## src/rtl/muldiv_unit.sv

```systemverilog
// Iterative RV32M multiply/divide unit: shift-add multiply, restoring divide,
// one bit per cycle on operand magnitudes with sign correction at the end.
module muldiv_unit #(
    parameter int XLEN = 32
) (
    input  logic            clk,
    input  logic            nRST,
    input  logic            start,
    input  logic [2:0]      funct3,
    input  logic [XLEN-1:0] rs1_data,
    input  logic [XLEN-1:0] rs2_data,
    output logic            busy,
    output logic            done,
    output logic [XLEN-1:0] result
);

    localparam int CW = $clog2(XLEN);
    localparam logic [XLEN-1:0] MIN_NEG = {1'b1, {(XLEN-1){1'b0}}};

    typedef enum logic [1:0] {IDLE, CALC, FIX, DONE} state_t;

    state_t            state;
    logic [2:0]        op;
    logic [XLEN-1:0]   opnd;
    logic [2*XLEN-1:0] acc;
    logic [CW-1:0]     count;
    logic              neg_main;
    logic              neg_rem;

    logic              a_signed, b_signed, sign_a, sign_b;
    logic              div_zero, div_ovf;
    logic [XLEN-1:0]   mag_a, mag_b;
    logic [XLEN-1:0]   special_val;

    logic [XLEN:0]     mul_sum;
    logic [2*XLEN-1:0] mul_next;
    logic [XLEN:0]     div_shift;
    logic [XLEN:0]     div_diff;
    logic              div_ge;
    logic [2*XLEN-1:0] div_next;

    logic [2*XLEN-1:0] prod_fixed;
    logic [XLEN-1:0]   quo_fixed, rem_fixed;
    logic [XLEN-1:0]   fix_val;

    // Operand decode on the raw inputs; only consulted on the accepting edge.
    always_comb begin
        a_signed    = funct3[2] ? !funct3[0] : (funct3[1:0] != 2'b11);
        b_signed    = funct3[2] ? !funct3[0] : !funct3[1];
        sign_a      = a_signed & rs1_data[XLEN-1];
        sign_b      = b_signed & rs2_data[XLEN-1];
        mag_a       = sign_a ? ('0 - rs1_data) : rs1_data;
        mag_b       = sign_b ? ('0 - rs2_data) : rs2_data;
        div_zero    = funct3[2] && (rs2_data == '0);
        div_ovf     = funct3[2] && !funct3[0] && (rs1_data == MIN_NEG) && (rs2_data == '1);
        special_val = '0;
        if (div_zero)
            special_val = funct3[1] ? rs1_data : '1;
        else if (div_ovf)
            special_val = funct3[1] ? '0 : MIN_NEG;
    end

    // acc holds {product_hi, multiplier} for multiply and {remainder, quotient} for divide.
    always_comb begin
        mul_sum   = {1'b0, acc[2*XLEN-1:XLEN]} + (acc[0] ? {1'b0, opnd} : '0);
        mul_next  = {mul_sum, acc[XLEN-1:1]};
        div_shift = acc[2*XLEN-1:XLEN-1];
        div_diff  = div_shift - {1'b0, opnd};
        div_ge    = !div_diff[XLEN];
        div_next  = {(div_ge ? div_diff[XLEN-1:0] : div_shift[XLEN-1:0]),
                     acc[XLEN-2:0], div_ge};
    end

    always_comb begin
        prod_fixed = neg_main ? ('0 - acc) : acc;
        quo_fixed  = neg_main ? ('0 - acc[XLEN-1:0]) : acc[XLEN-1:0];
        rem_fixed  = neg_rem  ? ('0 - acc[2*XLEN-1:XLEN]) : acc[2*XLEN-1:XLEN];
        case (op)
            3'b000:                 fix_val = prod_fixed[XLEN-1:0];
            3'b001, 3'b010, 3'b011: fix_val = prod_fixed[2*XLEN-1:XLEN];
            3'b100, 3'b101:         fix_val = quo_fixed;
            default:                fix_val = rem_fixed;
        endcase
    end

    always_ff @(posedge clk or negedge nRST) begin
        if (!nRST) begin
            state    <= IDLE;
            op       <= '0;
            opnd     <= '0;
            acc      <= '0;
            count    <= '0;
            neg_main <= 1'b0;
            neg_rem  <= 1'b0;
            result   <= '0;
            busy     <= 1'b0;
            done     <= 1'b0;
        end else begin
            case (state)
                IDLE: begin
                    done <= 1'b0;
                    if (start) begin
                        busy     <= 1'b1;
                        op       <= funct3;
                        count    <= '0;
                        neg_main <= sign_a ^ sign_b;
                        neg_rem  <= sign_a;
                        if (funct3[2]) begin
                            opnd <= mag_b;
                            acc  <= {{XLEN{1'b0}}, mag_a};
                        end else begin
                            opnd <= mag_a;
                            acc  <= {{XLEN{1'b0}}, mag_b};
                        end
                        if (div_zero || div_ovf) begin
                            result <= special_val;
                            state  <= DONE;
                        end else begin
                            state  <= CALC;
                        end
                    end else begin
                        busy <= 1'b0;
                    end
                end
                CALC: begin
                    acc   <= op[2] ? div_next : mul_next;
                    count <= count + CW'(1);
                    if (count == CW'(XLEN-1))
                        state <= FIX;
                end
                FIX: begin
                    result <= fix_val;
                    state  <= DONE;
                end
                DONE: begin
                    // busy stays high through the done cycle; IDLE drops it next edge
                    done  <= 1'b1;
                    state <= IDLE;
                end
                default: state <= IDLE;
            endcase
        end
    end

endmodule

```

## config.mk

```make
export PLATFORM = sky130hd
export DESIGN_NAME = muldiv_unit
export DESIGN_NICKNAME = d
export VERILOG_FILES = /design/src/rtl/muldiv_unit.sv
export SDC_FILE = /design/constraint.sdc
export NUM_CORES = 1
export LEC_CHECK = 0
export ABC_AREA = 1
export CAP_MARGIN = 20
export CELL_PAD_IN_SITES_DETAIL_PLACEMENT = 0
export CELL_PAD_IN_SITES_GLOBAL_PLACEMENT = 1
export CORE_ASPECT_RATIO = 1.25
export CORE_MARGIN = 3
export CORE_UTILIZATION = 43
export CTS_CLUSTER_DIAMETER = 60
export DETAILED_ROUTE_END_ITERATION = 10
export MAX_ROUTING_LAYER = met4
export PLACE_DENSITY = 0.81
export SYNTH_ARGS = -nofsm -noshare
export SYNTH_HDL_FRONTEND = slang
export SYNTH_SLANG_ARGS = --single-unit
```

## constraint.sdc

```tcl
create_clock -name clk -period 3.81 [get_ports clk]
set_clock_uncertainty 0.15 [all_clocks]
set_input_delay 0.762 -clock clk [delete_from_list [all_inputs] [get_ports clk]]
set_output_delay 0.762 -clock clk [all_outputs]
set_load 0.005 [all_outputs]
```

==> flow_summary.yaml <==
status:
  status: "complete, no violations"
timing:
  finalCritPeriodShare_pct: 89.4
  setup_tns_ps: 0
  rsz0062_at_grt: "false"
  hold_violations: 0
  tightest_slew_ps: 998
  setup_viol: 0
  slew_headroom_pct: 32.7
  timing.hold.ws_ps: 151
  slew_violations: 0
  fmax_mhz: 294
  fin_crit_ps: 3400
  setup_ws_ps: 405
drt:
  wire_per_inst_um: 22.6
  vias: 22200
  drc_errors: 0
  drt-initial-drc-count: 2280
  ant_nets: 0
  drt_pre_antenna_iters: 8
  via_per_inst: 5.77
  wl_mm: 86.9
worst_setup_path:
  worstPathRequired_ps: 4040
  worstRegToRegCells: 12
  worst-r2r-setup-slack_ps: 410
  crit_fanout: 31
  cp.arrival_ps: 3630
  end_kind: "flip-flop"
  worstSetupStartpointType: "flip-flop"
  path_class: "flip-flop to flip-flop"
synthesis:
  synth_ff_type: "dfrtp_1"
  syn_area_um2: 17900
  synth-edff-count: 0
  postSynthCellCount: 3195
  synth-async-reset-ratio_pct: 100
  yosys.cell_types.count: 54
  mappedNetlistNets: 3342
  synthTopCellsByArea: "nand2_1 21%, dfrtp_1 20%, nand3_1 9.4%"
  yosysWarningCount: 0
  ys_ff_latch: 142
  synth.most_common_cell: "nand2_1"
  syn_area_per_cell_um2: 5.60
  synth_top_area_share_pct: 20.7
  synth_top_area_cell: "nand2_1"
  synth-seq-area-share_pct: 19.9
  synthTopCellsByCount: "988 x nand2_1, 415 x nor2_1, 399 x inv_1"
grt:
  gr-total-overflow: 0
  grt_max_degree: 90
  grtUsageTotal_pct: 40.0
  antenna_found_initial: 2
  grt_pass1_vias: 21200
  grt_pass1_wl_mm: 130
power_and_ir_drop:
  peakVddDrop_uv: 550
  p_per_area_nw_per_um2: 914
  leakagePower_nw: 10.1
  power_mw: 18.6
layout:
  nets: 3429
  area_growth_pct: 13.6
  fill_cells: 4497
  drive_gt1_share_pct: 5.31
  stdcell_count: 3843
run:
  max-cap-violations: 0
clock_network:
  clock_latency_ps: 450
  hold_buffers: 0
  clockBufferDepth: 2
  numCtsBuffers: 17
  cts-htree-levels: 4
  clockRootBuffer: "clkbuf_16"
  cts.clk_slew.worst_paths_ps: 70
  numClockSinks: 142
  postCtsResizedCells: 0
  cts_tree: "built"
  postCtsSetupBuffers: 0
placed_design:
  port_buffers: 103
  hpwl_mm: 71.6
  pre_cts_slack_ps: 160
  dp.cells: 3809
  gp_congestion: 1.09
worst_hold_path:
  holdCritPathClass: "input port to async pin"
floorplan:
  die_x_um: 188
  initial_core_util_pct: 44.0
  core_um2: 40600
  fp.dieH_um: 234
  dieArea_um2: 44100
  rows: 82
  ios: 104
## per-layer routing
| layer | vias up | track usage (%) | share of wire [%] |
|---|---|---|---|
| met5 | - | - | 0 |
| met4 | 0 | 28.3 | 9.0 |
| met3 | 335 | 6.58 | 8.1 |
| met2 | 1171 | 65.6 | 46 |
| met1 | 10200 | 44.5 | 37 |
| li1 | 10500 | - | - |
## final timing paths
| kind | start | to |
|---|---|---|
| setup / recovery | acc[0] | acc[42] |
| max in group asynchronous | nRST | opnd[11] |
| hold reg to reg | busy | busy |
| min in group clk | busy | busy |
| setup reg to reg | acc[0] | acc[42] |
| hold / removal | nRST | acc[59] |
## state kept, by name, summed over array words and instances (netlist names)
signal	flops
state	2
result	32
neg_main	1
count	5
op	3
done	1
opnd	32
acc	64
neg_rem	1
busy	1
## power breakdown
| group | switching [mW] | internal [mW] | total (mW) |
|---|---|---|---|
| Combinational | 9.43 | 4.30 | 13.7 |
| Clock | 0.795 | 0.882 | 1.68 |
| Sequential | 0.940 | 2.22 | 3.16 |
## worst max-delay path: stages (launching register included)
cell	delay, ps
dfrtp_1	380
buf_4	340
nand2_1	240
inv_1	110
ha_1	270
a21oi_1	260
o21a_1	250
nand2_1	180
nand2_1	100
nand2_1	90
o21ai_0	670
nand3_1	140
o21ai_1	140
## cells in the final DEF (no fill, tap or decap), drive strengths merged, types with 20 or more instances in the layout
cell           count
nand2            995
nor2             434
inv              416
nand3            340
a21oi            222
o21ai            179
dfrtp            142
clkdlybuf4s50    102
ha                75
buf               74
xor2              44
nand4             44
nor3              37
o211ai            28
xnor2             20
## final cells by class
cell class	instances	area (µm²)	share of cell area (%)
Antenna cell	2	5.00	0.0246
Clock buffer	17	425	2.09
Clock inverter	15	163	0.801
Inverter	411	1540	7.60
Multi-Input combinational cell	2534	12300	60.6
Sequential cell	142	3560	17.5
Tap cell	546	683	3.36
Timing Repair Buffer	176	1630	8.03
## kinds of logic (layout without fill, tap and decap cells)
| logic type | Yosys count | count (layout) | share of synthesized area, % |
|---|---|---|---|
| adders and majority gates | 77 | 77 | 5.47 |
| other | 0 | 2 | 0 |
| and+or+nand+nor | 1893 | 1893 | 44.6 |
| AOI/OAI and AO/OA | 499 | 499 | 15.6 |
| xor gates and xnor gates | 64 | 64 | 3.14 |
| DFF | 142 | 142 | 19.9 |
| muxes | 1 | 1 | 0.0630 |
| buffers and inverters | 519 | 619 | 11.3 |
## metrics by stage
step | cell area (µm²) | utilization, %
finish | 20300 | 50.0
global route | 20300 | 50.0
CTS | 20300 | 50.0
detailed placement | 19700 | 48.5
global placement | 19700 | 48.5
floorplan | 17900 | -
Note: power is estimated with default switching activity, not from simulation.
